`src/rtl/alu_pkg.sv`:
```
// Shared encodings for the conditional ALU execute unit: aluop, cz modifier and FSM states.
package alu_pkg;

  typedef enum logic [1:0] {
    ALUOP_ADD   = 2'b00,
    ALUOP_SUB   = 2'b01,
    ALUOP_RTYPE = 2'b10,
    ALUOP_ILL   = 2'b11
  } aluop_e;

  typedef enum logic [1:0] {
    CZ_NONE = 2'b00,
    CZ_Z    = 2'b01,
    CZ_C    = 2'b10,
    CZ_L    = 2'b11
  } cz_e;

  typedef enum logic [1:0] {
    S_IDLE,
    S_CALC,
    S_FIN
  } state_e;

endpackage

```
`src/rtl/alu_slice.sv`:
```
// One W-bit slice of the execute datapath: add with carry-in, or nand, plus a slice-zero flag.
module alu_slice
  import alu_pkg::*;
#(
  parameter int unsigned W = 4
) (
  input  logic [W-1:0] a_i,
  input  logic [W-1:0] b_i,
  input  logic         cin_i,
  input  logic         nand_i,
  output logic [W-1:0] y_o,
  output logic         cout_o,
  output logic         zero_o
);

  logic [W:0] sum;

  always_comb begin
    sum = {1'b0, a_i} + {1'b0, b_i} + {{W{1'b0}}, cin_i};
    if (nand_i) begin
      y_o    = ~(a_i & b_i);
      cout_o = 1'b0;
    end else begin
      y_o    = sum[W-1:0];
      cout_o = sum[W];
    end
    zero_o = (y_o == '0);
  end

endmodule

```
`src/rtl/cond_alu_exec.sv`:
```
// Multicycle conditional ALU execute unit, LSB-first over SLICE_W-bit slices with internal C/Z flags.
// Optional ALU_OVF_EN adds a registered signed-overflow flag output (ovf).
module cond_alu_exec
  import alu_pkg::*;
#(
  parameter int unsigned WIDTH   = 16,
  parameter int unsigned SLICE_W = 4
) (
  input  logic             clk,
  input  logic             reset,
  input  logic             start,
  input  logic [1:0]       aluop,
  input  logic             funct,
  input  logic [1:0]       cz,
  input  logic [WIDTH-1:0] a,
  input  logic [WIDTH-1:0] b,
  output logic             busy,
  output logic             done,
  output logic [WIDTH-1:0] result,
  output logic             carry_flag,
  output logic             zero_flag,
  output logic             skipped,
`ifdef ALU_OVF_EN
  output logic             ovf,
`endif
  output logic             illegal
);

  localparam int unsigned NSLICE = WIDTH / SLICE_W;
  localparam int unsigned CW     = (NSLICE > 1) ? $clog2(NSLICE) : 1;

  state_e             state_q;
  logic [WIDTH-1:0]   a_q, b_q, acc_q, result_q, res_next;
  logic [CW-1:0]      cnt_q;
  logic               carry_q, zacc_q, nand_q, wc_q, wz_q;
  logic               c_q, z_q, done_q, skipped_q, illegal_q;

  logic               dec_ill, dec_exec, dec_cin, dec_nand, dec_wc, dec_wz;
  logic [WIDTH-1:0]   dec_b;

  logic [SLICE_W-1:0] sl_y;
  logic               sl_cout, sl_zero;

`ifdef ALU_OVF_EN
  logic dec_wo, wo_q, ovf_q;
  assign dec_wo = (aluop == ALUOP_ADD) || (aluop == ALUOP_SUB) ||
                  ((aluop == ALUOP_RTYPE) && !funct);
  assign ovf    = ovf_q;
`endif

  // Operand b is pre-conditioned at accept (invert for sub, shift for ADL) so CALC is uniform.
  always_comb begin
    dec_ill  = 1'b0;
    dec_exec = 1'b1;
    dec_cin  = 1'b0;
    dec_nand = 1'b0;
    dec_wc   = 1'b0;
    dec_wz   = 1'b0;
    dec_b    = b;
    case (aluop_e'(aluop))
      ALUOP_ADD: ;
      ALUOP_SUB: begin
        dec_b   = ~b;
        dec_cin = 1'b1;
      end
      ALUOP_RTYPE: begin
        dec_nand = funct;
        dec_wc   = ~funct;
        dec_wz   = 1'b1;
        case (cz_e'(cz))
          CZ_C:    dec_exec = c_q;
          CZ_Z:    dec_exec = z_q;
          CZ_L:    if (funct) dec_ill = 1'b1; else dec_b = b << 1;
          default: ;
        endcase
      end
      default: dec_ill = 1'b1;
    endcase
  end

  alu_slice #(.W(SLICE_W)) u_slice (
    .a_i    (a_q[SLICE_W-1:0]),
    .b_i    (b_q[SLICE_W-1:0]),
    .cin_i  (carry_q),
    .nand_i (nand_q),
    .y_o    (sl_y),
    .cout_o (sl_cout),
    .zero_o (sl_zero)
  );

  // Operands shift right each cycle; result slices enter at the top so slice 0 lands at the LSB.
  assign res_next = (acc_q >> SLICE_W) | (WIDTH'(sl_y) << (WIDTH - SLICE_W));

  always_ff @(posedge clk) begin
    if (reset) begin
      state_q   <= S_IDLE;
      a_q       <= '0;
      b_q       <= '0;
      acc_q     <= '0;
      result_q  <= '0;
      cnt_q     <= '0;
      carry_q   <= 1'b0;
      zacc_q    <= 1'b0;
      nand_q    <= 1'b0;
      wc_q      <= 1'b0;
      wz_q      <= 1'b0;
      c_q       <= 1'b0;
      z_q       <= 1'b0;
      done_q    <= 1'b0;
      skipped_q <= 1'b0;
      illegal_q <= 1'b0;
`ifdef ALU_OVF_EN
      wo_q      <= 1'b0;
      ovf_q     <= 1'b0;
`endif
    end else begin
      done_q    <= 1'b0;
      skipped_q <= 1'b0;
      illegal_q <= 1'b0;
      case (state_q)
        S_CALC: begin
          a_q     <= a_q >> SLICE_W;
          b_q     <= b_q >> SLICE_W;
          acc_q   <= res_next;
          carry_q <= sl_cout;
          zacc_q  <= zacc_q & sl_zero;
          cnt_q   <= cnt_q + CW'(1);
          if (cnt_q == CW'(NSLICE - 1)) begin
            state_q  <= S_FIN;
            done_q   <= 1'b1;
            result_q <= res_next;
            if (wc_q) c_q <= sl_cout;
            if (wz_q) z_q <= zacc_q & sl_zero;
`ifdef ALU_OVF_EN
            if (wo_q) ovf_q <= (a_q[SLICE_W-1] == b_q[SLICE_W-1]) &&
                               (sl_y[SLICE_W-1] != a_q[SLICE_W-1]);
`endif
          end
        end
        default: begin
          if (start) begin
            a_q     <= a;
            b_q     <= dec_b;
            nand_q  <= dec_nand;
            carry_q <= dec_cin;
            zacc_q  <= 1'b1;
            cnt_q   <= '0;
            wc_q    <= dec_wc;
            wz_q    <= dec_wz;
`ifdef ALU_OVF_EN
            wo_q    <= dec_wo;
`endif
            if (dec_ill) begin
              state_q   <= S_FIN;
              done_q    <= 1'b1;
              illegal_q <= 1'b1;
            end else if (!dec_exec) begin
              state_q   <= S_FIN;
              done_q    <= 1'b1;
              skipped_q <= 1'b1;
            end else begin
              state_q <= S_CALC;
            end
          end else begin
            state_q <= S_IDLE;
          end
        end
      endcase
    end
  end

  assign busy       = (state_q == S_CALC);
  assign done       = done_q;
  assign result     = result_q;
  assign carry_flag = c_q;
  assign zero_flag  = z_q;
  assign skipped    = skipped_q;
  assign illegal    = illegal_q;

endmodule

```
`config.mk`:
```
export PLATFORM = sky130hd
export DESIGN_NAME = cond_alu_exec
export DESIGN_NICKNAME = d
export VERILOG_FILES = /design/src/rtl/alu_pkg.sv /design/src/rtl/alu_slice.sv /design/src/rtl/cond_alu_exec.sv
export SDC_FILE = /design/constraint.sdc
export NUM_CORES = 1
export LEC_CHECK = 0
export CORE_ASPECT_RATIO = 0.75
export CORE_MARGIN = 3
export CORE_UTILIZATION = 45
export DETAILED_ROUTE_END_ITERATION = 10
export MAX_ROUTING_LAYER = met4
export PLACE_DENSITY_LB_ADDON = 0.15
export RECOVER_POWER = 50
export SLEW_MARGIN = 20
export SYNTH_ARGS = -nofsm -noshare
export SYNTH_HDL_FRONTEND = slang
export SYNTH_SLANG_ARGS = --single-unit
```
`constraint.sdc`:
```
create_clock -name clk -period 2.3 [get_ports clk]
set_input_delay 0.46 -clock clk [delete_from_list [all_inputs] [get_ports clk]]
set_output_delay 0.46 -clock clk [all_outputs]
set_load 0.01 [all_outputs]
```
== Word level (Yosys, flattened, before mapping) ==
Cells that the tools add are included.

* Div/mod/pow operators: 0
* Eq/ne operators: 8
* Mux-type cells: 35
* Multipliers: 0
* Bitwise logic cells: 8
* Shift-type cells: 0
* Add/subtract/negate cells: 3
* Magnitude comparators: 0
* Reductions and logical operators: 11

{| class="wikitable"
|+ Operators by type and width
! cell !! number
|-
| $mux 12 || 4
|-
| $mux 16 || 2
|-
| $pmux 16 s2 || 1
|-
| $mux 1 || 18
|-
| $not 16->16 || 1
|-
| $or 12x16->16 || 1
|-
| $mux 2 || 7
|-
| $eq 2x2->1 const B || 4
|-
| $eq 2x1->1 const B || 3
|-
| $reduce_and 3->1 || 2
|-
| $add 4x4->5 || 1
|-
| $add 5x1->5 || 1
|-
| $and 4x4->4 || 1
|-
| $logic_not 4->1 || 1
|-
| $mux 4 || 1
|-
| $not 4->4 || 1
|-
| $pmux 1 s2 || 2
|-
| $reduce_and 2->1 || 2
|-
| $reduce_or 2->1 || 2
|-
| $reduce_or 4->1 || 1
|-
| $not 1->1 || 3
|-
| $reduce_or 3->1 || 1
|-
| $add 2x1->2 const B || 1
|-
| $logic_not 2->1 || 1
|-
| other kinds (3) || 3
|}

* Output and inout bits: 22
* Register bits: 78
* Memories: 0
* Latch bits: 0
* Bits in writable memories: 0
* Bits in read-only memories: 0

== Longest topological paths before layout ==
Gate-level depths: netlist of the first run.

* Depth in word-level cells: 7
* Mapped depth: 7
* Depth with buffers taken out: 6

== Hierarchy ==
From an unflattened synthesis of the first run, not the netlist that was laid out.

* Cells, all modules: 399
* Area, all modules: 3731.1 um^2

{| class="wikitable"
|+ By module, submodules not included
! module !! area an instance (um^2) !! times used !! seq. area each (um^2) !! cells an instance
|-
| cond_alu_exec || 3429.5 || 1 || 1481.4 || 363
|-
| alu_slice || 301.5 || 1 || 0.0 || 36
|}

== Least setup slack after synthesis of the first run ==
No wires, ideal clock.

* Path kind: register -> register
* From: reg a_q[0]
* To: reg z_q, in the netlist zero_flag
* Data required time: 2.216 ns
* Clock period less this slack: 2.243 ns
* Stages on the path, launching flop included: 7
* Path slack: 0.057 ns
* Setup time: 0.084 ns
* Arrival: 2.158 ns
* Cell sequence: dfxtp_1 fa_1 fa_1 nor3_1 a41oi_2 or4b_4 o31ai_2

* Cells in the longest elaborated chain, start to end: 5

{| class="wikitable"
|+ Ends and longest elaborated chain
! what !! line !! text
|-
| start: declaration || cond_alu_exec.sv:33 || <nowiki>logic [WIDTH-1:0] a_q, b_q, acc_q, result_q, res_next;</nowiki>
|-
| start signal: assignment || cond_alu_exec.sv:122 || <nowiki>a_q <= a_q >> SLICE_W;</nowiki>
|-
| $add 4x4->5 or $and 4x4->4 (tied branches) || alu_slice.sv:19, alu_slice.sv:21 ||
|-
| $add 5x1->5 or $not 4->4 (tied branches) || alu_slice.sv:19, alu_slice.sv:21 ||
|-
| $mux 4 (*) || alu_slice.sv:20 || <nowiki>if (nand_i) begin</nowiki>
|-
| $logic_not 4->1 (*) || alu_slice.sv:27 || <nowiki>zero_o = (y_o == '0);</nowiki>
|-
| $and 1x1->1 (*) || cond_alu_exec.sv:133 || <nowiki>if (wz_q) z_q <= zacc_q & sl_zero;</nowiki>
|-
| end signal: assignment || cond_alu_exec.sv:133 ||
|-
| end: declaration || cond_alu_exec.sv:36 || <nowiki>logic c_q, z_q, done_q, skipped_q, illegal_q;</nowiki>
|}

Mark *: on every way between the ends. The rest lies on a longest branch, timed or not.
A chain may end at the register's enable or synchronous reset.

== Worst setup path in the final report of the first run ==
Same ends and word-level chain as after synthesis.

==> run summary, run 1 <==
CP Launch Type: flop
Ant diodes: 0
Placed cell area: 4244 um^2
Clk root buf: clkbuf_8
Boundary Pins: 62
Tot Pwr: 3.054 mW
Seq/Total Area, Yosys: 42.51%
Mux cell area share after synthesis: 6.355%
Pin count of the biggest net entering global routing: 71
DRT Pass-1 Iters: 5
Syn Area/Cell: 8.541 um^2
Max_cap viols: 0
Chip Width: 107.6 um
Critical path peak fanout: 2
Min cycle time layout: 2.277 ns
Slowest CP cell: or4b_4
Synth Register Bits: 74
DP HPWL: 5.842 mm
Worst-skew pair later-pin latency: 0.35 ns
Postcts setup bufs: 0
WP data required: 2.57 ns
Initial Utilization: 46.89%
Post-Synth Simple-Gate Area: 23.05%
Crit Path Category: flop to flop
Fin crit share: 99.01%
Post-Synth Adder-Cell Area: 5.099%
Placer Congestion: 0.7930
CP arrival: 2.54 ns
Clock-pin slew on the worst setup and hold paths: 0.08 ns
Htree depth: 3
CP Capture Type: flop
Final std cell area, no fill: 4457 um^2
Number of synthesized flops with an enable pin: 0
IO Port Bufs: 61
Routed wire length: 8.468 mm
Initial antenna violation count: 0
Avg Vias per Cell: 5.333
Max incr delay on CP: 0.56 ns
Fin. Hold Viols: 0
Pwr Density: 685.1 nW/um^2
Async S/R FF share, synth: 0%
Fin. max-slew vios: 0
Critical path, cell by cell: fa_2 -> fa_1 -> nor3_2 -> a41oi_2 -> or4b_4 -> o31ai_2
# DRC: 0
Worst vdd ir: 317.1 uV
Rel. slew slack: 20.85%
DRT antenna net count: 0
Commonest non-fill, non-tap cell in the layout: dfxtp_1
Drt first-iter violations: 164
Compound-Gate Fraction of Synth Area: 17.67%
Type of the worst min-delay path: flop to flop
Worst-Margin Slew: 1.187 ns
Synth-to-Final Area Change: 27.90%
CTS Sinks: 74
Yosys cell types: 43
Synthesized area: 3485 um^2
Cts bufs inserted: 9
Vias in the first global route: 2903
GRT overflow: 0
Die area: 8847 um^2
WL per Instance: 14.75 um
Final nets: 521
Syn nets: 461
Status: finished, final reports clean
Max Freq: 439.1 MHz
Routed vias: 3061
Commonest cells after routing, fill and taps aside: dfxtp_1 (73), nand2_1 (61), clkdlybuf4s50_1 (59)
Final setup viols: 0
Layout cells sized above 1: 10.78%
Hold-fix buffers, CTS: 0
Clock Skews: 0.008298 ns
CTS tree: built
Leak: 1.717 nW
Core area: 7432 um^2
Main synth FF type: dfxtp_1
GR Util All Layers: 20.54%
Die Y: 82.21 um
Largest family of logic cells by synthesized area: simple AND/OR/NAND/NOR gates
Yosys warns: 0
Site Rows: 27
First-pass GRT wire length: 13.99 mm
RSZ-0062 raised after global routing: yes
Post-Syn Instances: 408
CTS Buffer Depth: 2
Post-synthesis xor/xnor area fraction: 0.2513%
-- where the power goes --
group | internal, mW | total (mW) | switching, mW
clock network | 0.615 | 1.12 | 0.502
registers | 1.36 | 1.41 | 0.0508
logic | 0.250 | 0.527 | 0.277
-- kinds of logic (layout without fill, tap and decap cells) --
| family | after synthesis | after routing |
|---|---|---|
| mux | 22 | 22 |
| buf+inv | 39 | 104 |
| flops | 74 | 74 |
| fa+ha+maj | 13 | 13 |
| xor+xnor | 1 | 1 |
| compound gates | 90 | 90 |
| simple gates | 169 | 169 |
-- area by class of cell --
cell class                 count  area, um^2
fill                         683        2975
multi-input combinational    295        1834
sequential                    74        1483
timing repair buffer          79       762.0
clock buffer                  10       127.6
tap                          101       126.4
clock inverter                 6       90.09
inverter                       9       33.78
-- critical path: cells and delay by family, from the launching register on --
family          cells  cell delay [ns]
compound gates      2             0.27
fa+ha+maj           2             0.89
flops               1             0.34
simple gates        2             0.71
-- synth_stat cells, types with 2 or more instances --
cell | number | area (um^2)
ha_1 | 11 | 137.6
buf_6 | 3 | 33.78
mux2i_1 | 21 | 210.2
a211oi_1 | 15 | 112.6
a2111oi_2 | 4 | 60.06
nor4_2 | 4 | 50.05
dfxtp_1 | 74 | 1481
o21ai_0 | 6 | 30.03
buf_1 | 3 | 11.26
nand3b_1 | 2 | 15.01
fa_1 | 2 | 40.04
a2111oi_0 | 6 | 52.55
nor2_1 | 50 | 187.7
nand2b_1 | 3 | 18.77
nand2_1 | 61 | 229.0
a21o_1 | 3 | 22.52
a311oi_1 | 3 | 26.28
a21oi_1 | 41 | 205.2
and2_1 | 13 | 81.33
inv_2 | 2 | 7.510
buf_2 | 6 | 30.03
a31oi_1 | 2 | 12.51
nor4_1 | 7 | 43.79
nor3_1 | 19 | 95.09
inv_1 | 7 | 26.28
clkbuf_1 | 18 | 67.56
or3_1 | 3 | 18.77
a221oi_1 | 4 | 35.03
-- path summary, 6_finish.rpt --
path              startpoint         to  slack [ns]  cells past startpoint
hold reg to reg     acc_q[5]  result[1]        0.45                      2
setup / recovery      a_q[0]  zero_flag        0.02                      6
hold / removal      acc_q[5]  result[1]        0.45                      2
setup reg to reg      a_q[0]  zero_flag        0.02                      6
-- stage by stage --
stage | hold slack (ns) | instances | setup WS, ns | utilization (%) | TNS (ns)
final | 0.4499 | 574 | 0.02280 | 59.97 | 0
after floorplan | 0.4321 | 408 | 0.05743 | - | 0
after CTS | 0.4482 | 574 | 0.01850 | 60.13 | 0
after global placement | 0.4406 | 558 | -0.03905 | 57.10 | -0.2785
after global routing | 0.4739 | 574 | -0.04911 | 59.97 | -0.04911
after detailed placement | 0.4468 | 558 | -0.1243 | 57.10 | -0.7824
-- per-layer routing --
layer  wire length, um  track usage [%]  vias up
met5                 0                -        -
met4                54            4.540        0
met3               585            5.128        5
met2              3619            30.21       94
met1              4209            28.69     1407
li1                  -                -     1555
-- flip-flops by register name, indices dropped and copies added (netlist names) --
name,cells
b_q,16
cnt_q,2
wc_q,1
wz_q,1
illegal,1
nand_q,1
skipped,1
carry_flag,1
state_q,2
a_q,16
zacc_q,1
acc_q,12
carry_q,1
done,1
zero_flag,1
result,16
-- timing repair --
item	4_1_cts	5_1_grt
endpoints found under the setup margin	1	1
gates resized for setup	2	1
pin swaps	0	0
No activity file was read; power rests on OpenSTA's default activity.
==> inputs of run 2 (changes only) <==
- TNS_END_PERCENT: not set -> 1
==> results of run 2 <==
No change in the layout: final DEF, timing and power equal those of run 1.
==> inputs of run 3 (changes only) <==
- SKIP_CTS_REPAIR_TIMING: not set -> 1
==> run 3 against run 2 <==
Compared with the run above:
- critical path depth is the same
- total power is 0.19% higher
- worst setup slack better by 0.033 ns
- sequential cell count unchanged
- critical path type unchanged
- highest routed layer unchanged
==> run summary, run 3 (synthesis results as in run 1) <==
Clock Skews: 0.007505 ns (-0.0007926 ns)
Number of cells after detailed placement: 558 (unchanged)
Boundary Pins: 62 (unchanged)
WL per Instance: 14.85 um (+0.69%)
Status: finished, final reports clean
Critical path peak fanout: 2 (unchanged)
Setup TNS: 0 ns (unchanged)
Ant diodes: 0 (unchanged)
Setup WS pre-CTS: -0.1243 ns (unchanged)
Htree depth: 3 (unchanged)
Max Freq: 445.6 MHz (+1.5%)
Avg Vias per Cell: 5.315 (-0.34%)
Placer Congestion: 0.7930 (unchanged)
Routed vias: 3056 (-0.16%)
GRT overflow: 0 (unchanged)
Slowest CP cell: or4b_4
Placed cell area: 4244 um^2 (unchanged)
Fin. max-slew vios: 0 (unchanged)
Hold slack: 0.4489 ns (-0.001035 ns)
WP data required: 2.56 ns (about the same)
Seq. cell area: 1481 um^2 (about the same)
# DRC: 0 (unchanged)
Fin crit share: 97.57% (-1.4 points)
Pin count of the biggest net entering global routing: 71 (unchanged)
Layout cells sized above 1: 10.76% (-0.023 points)
Initial Utilization: 46.89% (unchanged)
Cts bufs inserted: 9 (unchanged)
Commonest non-fill, non-tap cell in the layout: dfxtp_1
CP most frequent cell: fa_2
Fin. Hold Viols: 0 (unchanged)
Drt first-iter violations: 152 (-7.3%)
Site Rows: 27 (unchanged)
Max_cap viols: 0 (unchanged)
Core Util, Final: 60.03% (+0.067 points)
Clk root buf: clkbuf_8
Area of the multi-input gates: 1837 um^2 (+0.14%)
CP Capture Type: flop
Final setup viols: 0 (unchanged)
DRT antenna net count: 0 (unchanged)
Worst-skew pair later-pin latency: 0.34 ns (about the same)
Die area: 8847 um^2 (unchanged)
CP arrival: 2.51 ns (-0.03 ns)
Min cycle time layout: 2.244 ns (-0.03310 ns)
Worst-Margin Slew: 1.187 ns (-0.0007829 ns)
CTS Sinks: 74 (unchanged)
IO Port Bufs: 61 (unchanged)
Critical path, cell by cell: fa_2 -> fa_2 -> nor3_2 -> a41oi_2 -> or4b_4 -> o31ai_2
GR Util All Layers: 20.47% (-0.069 points)
CTS tree: built
Type of the worst min-delay path: flop to flop
CP Launch Type: flop
Final worst setup slack: 0.05590 ns (+0.03310 ns)
Worst vdd ir: 315.2 uV (-0.62%)
Crit Path Category: flop to flop
Chip Width: 107.6 um (unchanged)
Die Y: 82.21 um (unchanged)
DRT Pass-1 Iters: 4 (-1)
Vias in the first global route: 2903 (unchanged)
Tot Pwr: 3.060 mW (+0.19%)
Core area: 7432 um^2 (unchanged)
Commonest cells after routing, fill and taps aside: dfxtp_1 (74), nand2_1 (61), nor2_1 (50)
CTS Buffer Depth: 2 (unchanged)
Clock-pin slew on the worst setup and hold paths: 0.08 ns (about the same)
Synth-to-Final Area Change: 28.04%
Max incr delay on CP: 0.56 ns (about the same)
Routed wire length: 8.541 mm (+0.86%)
First-pass GRT wire length: 13.95 mm (-0.30%)
Pwr Density: 685.7 nW/um^2 (about the same)
Initial antenna violation count: 0 (unchanged)
Post-route insts no fill: 575 (+0.17%)
Final nets: 522 (+0.19%)
Final std cell area, no fill: 4462 um^2 (+0.11%)
Rel. slew slack: 20.90% (+0.052 points)
Filler cells: 685 (+0.29%)
DP HPWL: 5.842 mm (unchanged)
Leak: 1.768 nW (+2.9%)
==> run 3: layout make-up <==
cell class | instances | share of cell area (%)
Tap cell | 101 | 2.832
Multi-Input combinational cell | 295 | 41.17
Timing Repair Buffer | 80 | 17.16
Clock buffer | 10 | 2.860
Inverter | 9 | 0.7572
Sequential cell | 74 | 33.20
Clock inverter | 6 | 2.019
==> run 3: path summary, 6_finish.rpt <==
kind,start,cells past startpoint,end,slack (ns)
setup / recovery,a_q[0],6,zero_flag,0.06
hold / removal,acc_q[5],2,result[1],0.45
hold reg to reg,acc_q[5],2,result[1],0.45
setup reg to reg,a_q[0],6,zero_flag,0.06
==> run 3: critical path, delay by kind of cell (launching register included) <==
kind	cells	cell delay, ns
AO/OA/AOI/OAI	2	0.27
flip-flops	1	0.34
adder cells (fa/ha/maj)	2	0.86
AND/OR/NAND/NOR	2	0.70
==> run 3: routing by layer <==
| metal | vias up | track usage (%) | wire (um) |
|---|---|---|---|
| li1 | 1561 | - | - |
| met1 | 1409 | 28.59 | 4268 |
| met2 | 84 | 29.90 | 3680 |
| met3 | 2 | 5.284 | 566 |
| met4 | 0 | 4.666 | 26 |
| met5 | - | - | 0 |
==> run 3: report_power, final <==
part | switching (mW) | leakage, nW | internal [mW]
sequential | 0.0509 | 0.605 | 1.36
clock | 0.499 | 0.107 | 0.615
combinational | 0.280 | 1.06 | 0.256
